`config.mk`:
```
export PLATFORM = sky130hd
export DESIGN_NAME = uart_rx_core_flat
export DESIGN_NICKNAME = d
export VERILOG_FILES = /design/src/rtl/uart_rx_core_if.sv /design/src/rtl/uart_rx_core.sv /design/src/flat_wrapper.sv
export SDC_FILE = /design/constraint.sdc
export NUM_CORES = 1
export LEC_CHECK = 0
export BUFFER_PORTS_ARGS = -buffer_cell sky130_fd_sc_hd__clkbuf_2
export CAP_MARGIN = 20
export CORE_MARGIN = 2
export CORE_UTILIZATION = 52
export CTS_CLUSTER_DIAMETER = 30
export DETAILED_ROUTE_END_ITERATION = 12
export PLACE_DENSITY = 0.72
export SLEW_MARGIN = 40
export SYNTH_ARGS = -nofsm -noshare
export SYNTH_HDL_FRONTEND = slang
export SYNTH_SLANG_ARGS = --single-unit
```
`constraint.sdc`:
```
create_clock -name i_clk -period 2.1 [get_ports i_clk]
set_clock_uncertainty 0.15 [all_clocks]
set_input_delay 0.21 -clock i_clk [delete_from_list [all_inputs] [get_ports i_clk]]
set_output_delay 0.21 -clock i_clk [all_outputs]
set_load 0.01 [all_outputs]
```
`src/rtl/uart_rx_core_if.sv`:
```
// uart_rx_core_if: serial input and received-word outputs of the UART receiver
interface uart_rx_core_if #(parameter int NB_DATA = 8);
  logic rx_data;
  logic tick;
  logic [NB_DATA-1:0] data;
  logic valid;
  logic frame_err;
  modport master (input rx_data, output tick, data, valid, frame_err);
  modport slave (output rx_data, input tick, data, valid, frame_err);
endinterface

```
`src/rtl/uart_rx_core.sv`:
```
// uart_rx_core: 16x-oversampled UART receiver with glitch-rejecting start detection
module uart_rx_core #(
  parameter int NB_DATA = 8,
  parameter int DVSR = 611,
  parameter int NB_DVSR = 10,
  parameter int SB_TICK = 16
) (
  input logic i_clk,
  input logic i_reset,
  uart_rx_core_if.master bus
);
  localparam int NB_S = SB_TICK > 16 ? $clog2(SB_TICK) : 4;
  localparam int NB_N = NB_DATA > 1 ? $clog2(NB_DATA) : 1;
  localparam logic [1:0] IDLE = 2'd0, START = 2'd1, DATA = 2'd2, STOP = 2'd3;
  logic [NB_DVSR-1:0] cnt;
  logic [1:0] sync;
  logic [1:0] state;
  logic [NB_S-1:0] s;
  logic [NB_N-1:0] n;
  logic [NB_DATA-1:0] sr, data_q;
  logic valid_q, err_q, tick, rxs;
  assign tick = cnt == NB_DVSR'(DVSR - 1);
  assign rxs = sync[1];
  assign bus.tick = tick;
  assign bus.data = data_q;
  assign bus.valid = valid_q;
  assign bus.frame_err = err_q;
  always_ff @(posedge i_clk) begin
    if (!i_reset) begin
      cnt <= '0;
      sync <= 2'b11;
      state <= IDLE;
      s <= '0;
      n <= '0;
      sr <= '0;
      data_q <= '0;
      valid_q <= 1'b0;
      err_q <= 1'b0;
    end else begin
      cnt <= tick ? '0 : cnt + 1'b1;
      sync <= {sync[0], bus.rx_data};
      valid_q <= 1'b0;
      case (state)
        IDLE:
          if (!rxs) begin
            state <= START;
            s <= '0;
          end
        START:
          if (tick) begin
            // a line that is high again at mid start bit was only a glitch
            if (s == NB_S'(7)) begin
              state <= rxs ? IDLE : DATA;
              s <= '0;
              n <= '0;
            end else
              s <= s + 1'b1;
          end
        DATA:
          if (tick) begin
            if (s == NB_S'(15)) begin
              sr <= {rxs, sr[NB_DATA-1:1]};
              s <= '0;
              if (n == NB_N'(NB_DATA - 1))
                state <= STOP;
              else
                n <= n + 1'b1;
            end else
              s <= s + 1'b1;
          end
        STOP:
          if (tick) begin
            if (s == NB_S'(SB_TICK - 1)) begin
              data_q <= sr;
              valid_q <= 1'b1;
              err_q <= ~rxs;
              state <= IDLE;
            end else
              s <= s + 1'b1;
          end
        default: state <= IDLE;
      endcase
    end
  end
endmodule

```
`src/flat_wrapper.sv`:
```
// flat-port wrapper written by rule: the top's interface ports become plain ports
module uart_rx_core_flat 
#(
  parameter int NB_DATA = 8,
  parameter int DVSR = 611,
  parameter int NB_DVSR = 10,
  parameter int SB_TICK = 16
)
  (i_clk, i_reset, bus_rx_data, bus_tick, bus_data, bus_valid, bus_frame_err);
  uart_rx_core_if #(.NB_DATA(NB_DATA)) bus_i ();
  input logic i_clk;
  input logic i_reset;
  input wire logic [$bits(bus_i.rx_data)-1:0] bus_rx_data;
  output wire logic [$bits(bus_i.tick)-1:0] bus_tick;
  output wire logic [$bits(bus_i.data)-1:0] bus_data;
  output wire logic [$bits(bus_i.valid)-1:0] bus_valid;
  output wire logic [$bits(bus_i.frame_err)-1:0] bus_frame_err;
  assign bus_i.rx_data = bus_rx_data;
  assign bus_tick = bus_i.tick;
  assign bus_data = bus_i.data;
  assign bus_valid = bus_i.valid;
  assign bus_frame_err = bus_i.frame_err;
  uart_rx_core #(.NB_DATA(NB_DATA), .DVSR(DVSR), .NB_DVSR(NB_DVSR), .SB_TICK(SB_TICK)) u_core (.i_clk(i_clk), .i_reset(i_reset), .bus(bus_i));
endmodule
```
# After elaboration in Yosys (flattened, before gate mapping)
# Cells that the tools add are included.
# op_classes
addsub,3
n_eq_ne,17
muxes,25
n_bitwise,2
n_reduce_logical,9
# ops
op,n
2-to-1 mux 4 bit,7
2-to-1 mux 2 bit,9
one-hot mux 4 bit (4 select lines),1
2-to-1 mux 3 bit,5
"inequality test 2 x 1 -> 1 bit, second input constant",7
"adder 10 x 1 -> 10 bit, second input constant",1
"equality test 10 bit, second input constant",1
AND reduction 3 bit,3
one-hot mux 2 bit (4 select lines),1
AND reduction 8 bit,1
"inequality test 2 bit, second input constant",3
one-hot mux 3 bit (2 select lines),1
AND reduction 6 bit,1
AND reduction 5 bit,1
"adder 4 x 1 -> 4 bit, second input constant",1
"equality test 2 bit, second input constant",2
"equality test 4 x 3 -> 1 bit, second input constant",1
"equality test 4 bit, second input constant",1
"adder 3 x 1 -> 3 bit, second input constant",1
"equality test 3 bit, second input constant",1
"equality test 2 x 1 -> 1 bit, second input constant",1
logical NOT 2 bit,1
NOT 1 bit,2
nonzero test 2 bit,1
2 further kinds,2
# word_totals
reg_bits,39
input_bits,3
out_inout_bits,11
wordCells,65

# Depth between registers and ports, before layout
# Gate-level depths: netlist (run 1).
# logic_depth
word_depth,5
ltp_mapped,9
ltp_nobuf,8

# Least setup slack after synthesis (run 1)
# OpenSTA, ideal clock, no wires.
# synth_path
path_type,reg2reg
start,register u_core.cnt[0]
end,register u_core.data_q[0] (netlist: u_core.bus.data[0])
setup_ns,0.116
arrival_time_ns,1.821
required_ns,1.834
slack_ns,0.013
stages_incl_launch_ff,10
n_path_buf,1
synth_period_minus_slack_ns,2.087
cell_sequence,dfxtp_1 inv_1 ha_1 nand4bb_1 or3_4 inv_1 and3_1 buf_4 mux2i_1 nor2b_1
# synth_between
elab_chain_cells,2
# synth_rtl
element,line_no,source
"start, declared",uart_rx_core.sv:15,logic [NB_DVSR-1:0] cnt;
"start signal, assigned",uart_rx_core.sv:40,cnt <= tick ? '0 : cnt + 1'b1;
equality test 10 bit,uart_rx_core.sv:22,assign tick = cnt == NB_DVSR'(DVSR - 1);
via bus_tick,flat_wrapper.sv:14,output wire logic [$bits(bus_i.tick)-1:0] bus_tick;
AND reduction 3 bit (no line),--,
"end signal, assigned",uart_rx_core.sv:74,data_q <= sr;
"end, declared",uart_rx_core.sv:20,"logic [NB_DATA-1:0] sr, data_q;"
# The timed path passes the listed nets, and every way through them passes these cells.
# A chain may end at the register's enable or synchronous reset.

# Final worst setup path (run 1)
# layout_path
start,register u_core.cnt[3]
end,register u_core.s[3]
# layout_between
elab_chain_cells,3
elab_cells_between_ends,5
classes_between,4 x eq/ne; 1 x reduce/logical
# layout_rtl
element,line_no,source
equality test 10 bit (*),uart_rx_core.sv:22,
inequality test 2 x 1 -> 1 bit (no line),--,
AND reduction 5 bit (no line) (*),--,
"end signal, assigned",uart_rx_core.sv:57,s <= s + 1'b1;
"end signal, assigned",uart_rx_core.sv:69,s <= s + 1'b1;
"end signal, assigned",uart_rx_core.sv:79,s <= s + 1'b1;
"end, declared",uart_rx_core.sv:18,logic [NB_S-1:0] s;
# Mark *: on every way between the ends. The rest lies on a longest branch, timed or not.

==> results.sh, run 1 <==
export IMPL_drtPass1Iterations=4
export IMPL_crit_cells=5
export IMPL_cts_sinks=39
export IMPL_fp_dieW_um=61.4
export IMPL_synth_area_leaders="dfxtp_1, mux2i_1, nor2b_1"
export IMPL_crit_path_top_delay_cell="or3_4"
export IMPL_numCtsBuffers=5
export IMPL_totalWireLength_um=3310
export IMPL_setup_viol=4
export IMPL_slew_viol_final=0
export IMPL_status="finished with violations"
export IMPL_layout_setup_ws_ns=-0.0705
export IMPL_vias_per_cell=5.22
export IMPL_slowest_delay_ns=0.42
export IMPL_grt_setup_unrepaired="true"
export IMPL_rows=20
export IMPL_violations="negative setup slack"
export IMPL_total_power_mw=1.33
export IMPL_drc=0
export IMPL_crit_top_cell="or3_4"
export IMPL_period_minus_slack_ns=2.17
export IMPL_hpwlAfterDp_um=2270
export IMPL_gp_congestion=0.791
export IMPL_synth_edf_count=0
export IMPL_die_height_um=61.4
export IMPL_synthArstFlopShare=0
export IMPL_synthXorXnorAreaFrac=0.0511
export IMPL_finalNonFillerCells=249
export IMPL_hold_viol=0
export IMPL_r2r_cells=5
export IMPL_critPathCaptureType="flip-flop"
export IMPL_worst_setup_path_start_kind="flip-flop"
export IMPL_ir_drop_mv=0.459
export IMPL_clock_fmax_mhz=461
export IMPL_drt_iter0_markers=68
export IMPL_synth_top_family_by_area="simple AND/OR/NAND/NOR gates"
export IMPL_yosys_register_bits=39
export IMPL_ys_seq_area_frac=0.455
export IMPL_h_tree_depth=2
export IMPL_pwr_density_cell_nw_per_um2=634
export IMPL_critical_path_class="reg -> reg"
export IMPL_cts_root_buf="clkbuf_4"
export IMPL_cts_tree="yes"
export IMPL_ys_types=37
export IMPL_crit_path_end="u_core.s[3]"
export IMPL_clkLatencyLatePin_ns=0.35
export IMPL_grt_pass1_wl_um=5420
export IMPL_finalNetCount=212
export IMPL_cp_cell_sequence="or3_4 > or3_4 > a221oi_4 > nand4_1 > mux2_2"
export IMPL_synth_fa_ha_area_frac=0.0365
export IMPL_vias=1300
export IMPL_worst_r2r_endpoint="u_core.s[3]"
export IMPL_final_period_utilization=1.03
export IMPL_syn_nets=182
export IMPL_die_area_um2=3770
export IMPL_num_antenna_cells=0
export IMPL_synth_area_mux_share=0.117
export IMPL_cp_buffers_inverters=0
export IMPL_layout_drive_gt1_share=0.259
export IMPL_yosysTopAreaCell="dfxtp_1"
export IMPL_synthSimpleGateAreaFrac=0.230
export IMPL_tightest_slew_ns=0.474
export IMPL_worstPathArrival_ns=2.26
export IMPL_path_delay_family="simple AND/OR/NAND/NOR gates"
export IMPL_syn_cell_area_um2=1720
export IMPL_grt_max_degree=31
export IMPL_antenna_found_initial=0
export IMPL_grt_usage=0.198
export IMPL_worstPathRequired_ns=2.19
export IMPL_clockBufferDepth=2
export IMPL_synth_compound_area_frac=0.0788
export IMPL_grt_pass1_vias=1245
export IMPL_start_util=0.553
export IMPL_port_buffers=13
export IMPL_ant_nets=0
export IMPL_io_pins=14
export IMPL_syn_avg_cell_area_um2=9.86
export IMPL_syn2layout_area_growth_pct=22.7
export IMPL_synthFlopType="dfxtp_1"
export IMPL_hp_class="in -> reg"
export IMPL_core_um2=3100
export IMPL_synth_top_area_frac=0.455
export IMPL_routedWlPerCell_um=13.3
export IMPL_dp_cells=236
export IMPL_slew_headroom=0.684
export IMPL_maxCapViolCount=0
export IMPL_grt_ovfl_total=0
export IMPL_p_leak_nw=0.834
export IMPL_fin_setup_tns_ns=-0.196
export IMPL_synth_warnings=0
export IMPL_startpoint="u_core.cnt[3]"
export IMPL_r2r_start="u_core.cnt[3]"
export IMPL_worstPathMaxFanout=4
export IMPL_netlist_instances=174
export IMPL_worst_r2r_setup_slack_ns=-0.07
export IMPL_clkSlewWorstSetupHoldPaths_ns=0.12
-- worst register-to-register path: cells and delay by family (launching register included) --
family             cells  cell delay, ns
muxes                  1            0.28
DFF                    1            0.34
AOI/OAI and AO/OA      1            0.32
and+or+nand+nor        3            0.97
-- worst min path at each step --
stage	startpoint	endpoint	depth (start not counted)
3_5_place_dp	bus_rx_data	u_core.sync[0]	2
3_3_place_gp	bus_rx_data	u_core.sync[0]	2
4_1_cts	i_reset	u_core.sync[1]	2
2_1_floorplan	bus_rx_data	u_core.sync[0]	1
5_1_grt	i_reset	u_core.sync[1]	2
6_report	i_reset	u_core.sync[1]	2
-- cells by family (layout without fill, tap and decap cells) --
group,after synthesis,count (layout)
fa+ha+maj,5,5
flops,39,39
buf+inv,13,44
xor+xnor,10,10
simple gates,72,72
compound gates,15,15
mux,20,20
-- per-layer routing --
layer	track usage	vias to the layer above	wire, um
met5	0	-	0
met3	0.0567	4	115
met1	0.247	609	1540
li1	-	662	-
met4	0.0699	0	31
met2	0.327	25	1620
-- Yosys cell counts (2+ instances only) --
| master | number |
|---|---|
| dfxtp_1 | 39 |
| nor2_1 | 20 |
| mux2i_1 | 19 |
| nor2b_1 | 19 |
| nand2_1 | 9 |
| xnor2_1 | 8 |
| clkbuf_1 | 7 |
| nand3_1 | 6 |
| ha_1 | 5 |
| inv_1 | 5 |
| and2_1 | 3 |
| and3_1 | 3 |
| o21ai_0 | 3 |
| a21boi_0 | 2 |
| nand2b_1 | 2 |
| or3_4 | 2 |
| xor2_1 | 2 |
-- registers in the layout, summed over array words and instances, names as in the netlist, 2 cells and up, named ones only --
register / cells
u_core.n: 3
u_core.sync: 2
u_core.s: 4
u_core.cnt: 10
u_core.sr: 8
u_core.bus.data: 8
-- layout make-up --
cell class / count / area (um^2)
clock buffer: 5 / 37.5
clock inverter: 3 / 43.8
fill: 262 / 998
inverter: 5 / 21.3
multi-input combinational: 122 / 935
sequential: 39 / 783
tap: 44 / 55.1
timing repair buffer: 31 / 229
-- cell usage in the layout, fill, tap and decap left out, types with 3 or more instances in the layout --
cell,n
dfxtp_1,37
mux2i_1,19
nor2b_1,19
nor2_1,19
buf_4,14
clkbuf_2,12
nand2_1,9
xnor2_1,8
nand3_1,6
clkbuf_4,5
inv_1,4
ha_1,4
o21ai_0,3
and2_1,3
buf_6,3
-- through the flow --
step	setup WS [ns]	hold WS [ns]	utilization	instance area (um^2)
2_1_floorplan	0.0128	0.161	-	1720
3_3_place_gp	0.0280	0.243	0.616	1910
3_5_place_dp	-0.0316	0.250	0.616	1910
4_1_cts	-0.0648	0.199	0.659	2040
5_1_grt	-0.146	0.235	0.678	2100
6_report	-0.0705	0.205	0.678	2100
-- where the power goes --
part           internal, mW  total (mW)  switching (mW)
combinational        0.0378      0.0745          0.0367
sequential            0.750       0.758         0.00783
clock                 0.250       0.501           0.250
-- timing repair --
| action | in CTS | in global routing |
|---|---|---|
| endpoints found under the setup margin | 15 | 21 |
| cloned | 0 | 0 |
| gates resized for setup | 4 | 13 |
| hold buffers | 1 | 0 |
| endpoints found under the hold margin | 1 | 0 |
| buffers inserted | 4 | 0 |
| pin swaps | 2 | 3 |
Note: power is estimated with default switching activity, not from simulation.
==> inputs of run 2 (changes only) <==
--- a/config.mk
+++ b/config.mk
@@ -7,8 +7,10 @@
 export LEC_CHECK = 0
 export BUFFER_PORTS_ARGS = -buffer_cell sky130_fd_sc_hd__clkbuf_2
 export CAP_MARGIN = 20
+export CELL_PAD_IN_SITES_DETAIL_PLACEMENT = 0
+export CELL_PAD_IN_SITES_GLOBAL_PLACEMENT = 1
 export CORE_MARGIN = 2
-export CORE_UTILIZATION = 52
+export CORE_UTILIZATION = 41
 export CTS_CLUSTER_DIAMETER = 30
 export DETAILED_ROUTE_END_ITERATION = 12
 export PLACE_DENSITY = 0.72
==> run 2 against run 1 <==
Compared with the run above: the flow still finishes with violations (negative setup slack); power increased by 18%; critical path depth unchanged; sequential power about the same; highest routed layer unchanged; cell count increased by 1.2%; routed wire length increased by 0.45%; die area increased by 25%.
==> results.sh, run 2 (same netlist as run 1, synthesis figures left out) <==
export IMPL_period_minus_slack_ns=2.15
export IMPL_cts_root_buf="clkbuf_8"
export IMPL_worstPathRequired_ns=1.74
export IMPL_start_util=0.429
export IMPL_placed_area_um2=1920
export IMPL_status="finished with violations"
export IMPL_die_height_um=68.7
export IMPL_fp_dieW_um=68.7
export IMPL_multi_input_area_um2=897
export IMPL_rows=23
export IMPL_grt_pass1_vias=1185
export IMPL_hpwlAfterDp_um=2260
export IMPL_grt_pass1_wl_um=5330
export IMPL_clkLatencyLatePin_ns=0.29
export IMPL_cts_tree="yes"
export IMPL_totalWireLength_um=3320
export IMPL_layout_drive_gt1_share=0.233
export IMPL_grt_ovfl_total=0
export IMPL_fin_area_um2=2090
export IMPL_combPwrFrac=0.045
export IMPL_ff_latch_area_um2=782
export IMPL_pwr_share_seq=0.480
export IMPL_grt_setup_unrepaired="true"
export IMPL_drtPass1Iterations=4
export IMPL_final_period_utilization=1.02
export IMPL_finalNetCount=209
export IMPL_regMostFlops="u_core.cnt"
export IMPL_layout_common_cells="dfxtp_1, mux2i_1, nor2b_1, nor2_1"
export IMPL_routedWlPerCell_um=13.2
export IMPL_slew_viol_final=0
export IMPL_drt_iter0_markers=74
export IMPL_maxCapViolCount=0
export IMPL_ant_nets=0
export IMPL_vias=1252
export IMPL_h_tree_depth=2
export IMPL_grt_max_degree=31
export IMPL_pwr_share_clk=0.474
export IMPL_final_common_cell="dfxtp_1"
export IMPL_worstPathArrival_ns=1.79
export IMPL_critPathCaptureType="output port"
export IMPL_grt_usage=0.153
export IMPL_gp_congestion=0.817
export IMPL_internal_power_mw=1.26
export IMPL_die_area_um2=4720
export IMPL_antenna_found_initial=0
export IMPL_vias_per_cell=4.97
export IMPL_hold_viol=0
export IMPL_ir_drop_mv=0.364
export IMPL_largest_reg_flops=10
export IMPL_layout_setup_ws_ns=-0.0463
export IMPL_clockBufferDepth=2
export IMPL_num_antenna_cells=0
export IMPL_core_um2=4000
export IMPL_fin_setup_tns_ns=-0.111
export IMPL_worstPathMaxFanout=4
export IMPL_slew_headroom=0.689
export IMPL_setup_viol=5
export IMPL_hp_class="in -> reg"
export IMPL_syn2layout_area_growth_pct=21.8
export IMPL_switching_share=0.201
export IMPL_p_leak_nw=0.839
export IMPL_switchingPower_uw=316
export IMPL_critical_path_class="reg -> out"
export IMPL_io_pins=14
export IMPL_nFillCells=347
export IMPL_clkSlewWorstSetupHoldPaths_ns=0.08
export IMPL_tightest_slew_ns=0.466
export IMPL_post_place_ws_ns=-0.0199
export IMPL_worst_setup_path_start_kind="flip-flop"
export IMPL_cts_sinks=39
export IMPL_pwr_density_cell_nw_per_um2=754
export IMPL_port_buffers=13
export IMPL_clock_fmax_mhz=466
export IMPL_violations="negative setup slack"
export IMPL_numCtsBuffers=5
export IMPL_drc=0
export IMPL_hold_ws_ns=0.250
## run 2: path summary, 6_finish.rpt
check                               startpoint  slack [ns]  depth (start not counted)             end
worst max-delay path             u_core.cnt[3]       -0.05                          5        bus_tick
worst min-delay path                   i_reset        0.25                          2  u_core.sync[1]
worst max register to register   u_core.cnt[3]       -0.04                          5     u_core.s[3]
worst min register to register  u_core.sync[0]        0.26                          1  u_core.sync[1]
## run 2: power groups by stage
stage               logic (mW)  registers (mW)  clock network (mW)
finish                  0.0712           0.757               0.748
floorplan               0.0444           0.775                   0
CTS                     0.0708           0.757               0.762
global placement        0.0674           0.773                   0
global route            0.0790           0.758               0.803
detailed placement      0.0681           0.774                   0
## run 2: area by class of cell
cell class,count,share of cell area
Clock buffer,5,0.0329
Clock inverter,3,0.0323
Sequential cell,39,0.374
Timing Repair Buffer,28,0.0922
Multi-Input combinational cell,122,0.429
Tap cell,50,0.0299
Inverter,5,0.00898
## run 2: stage by stage
stage               std cells  power, mW  utilization
global route              252       1.64        0.522
detailed placement        242      0.842        0.480
floorplan                 174      0.819            -
CTS                       251       1.59        0.518
finish                    252       1.58        0.522
global placement          242      0.841        0.480
## run 2: layer usage
layer / global-route usage / vias up / wire, um
met2: 0.239 / 20 / 1560
met3: 0.0552 / 6 / 122
met1: 0.191 / 578 / 1590
met4: 0.0600 / 0 / 53
li1: - / 648 / -
met5: 0 / - / 0
## run 2: what timing repair did
| action | CTS | global route |
|---|---|---|
| pin swaps | 0 | 4 |
| buffers inserted | 0 | 1 |
| gates resized for setup | 3 | 5 |
| hold buffers | 1 | 0 |
| hold endpoints to repair | 1 | 0 |
| setup endpoints to repair | 10 | 24 |
## run 2: critical path, cell delays in order, from the launching register on
cell and delay, ns:
dfxtp_2 0.33, or3_4 0.41, or3_4 0.41, inv_2 0.10, buf_4 0.12, clkbuf_2 0.12
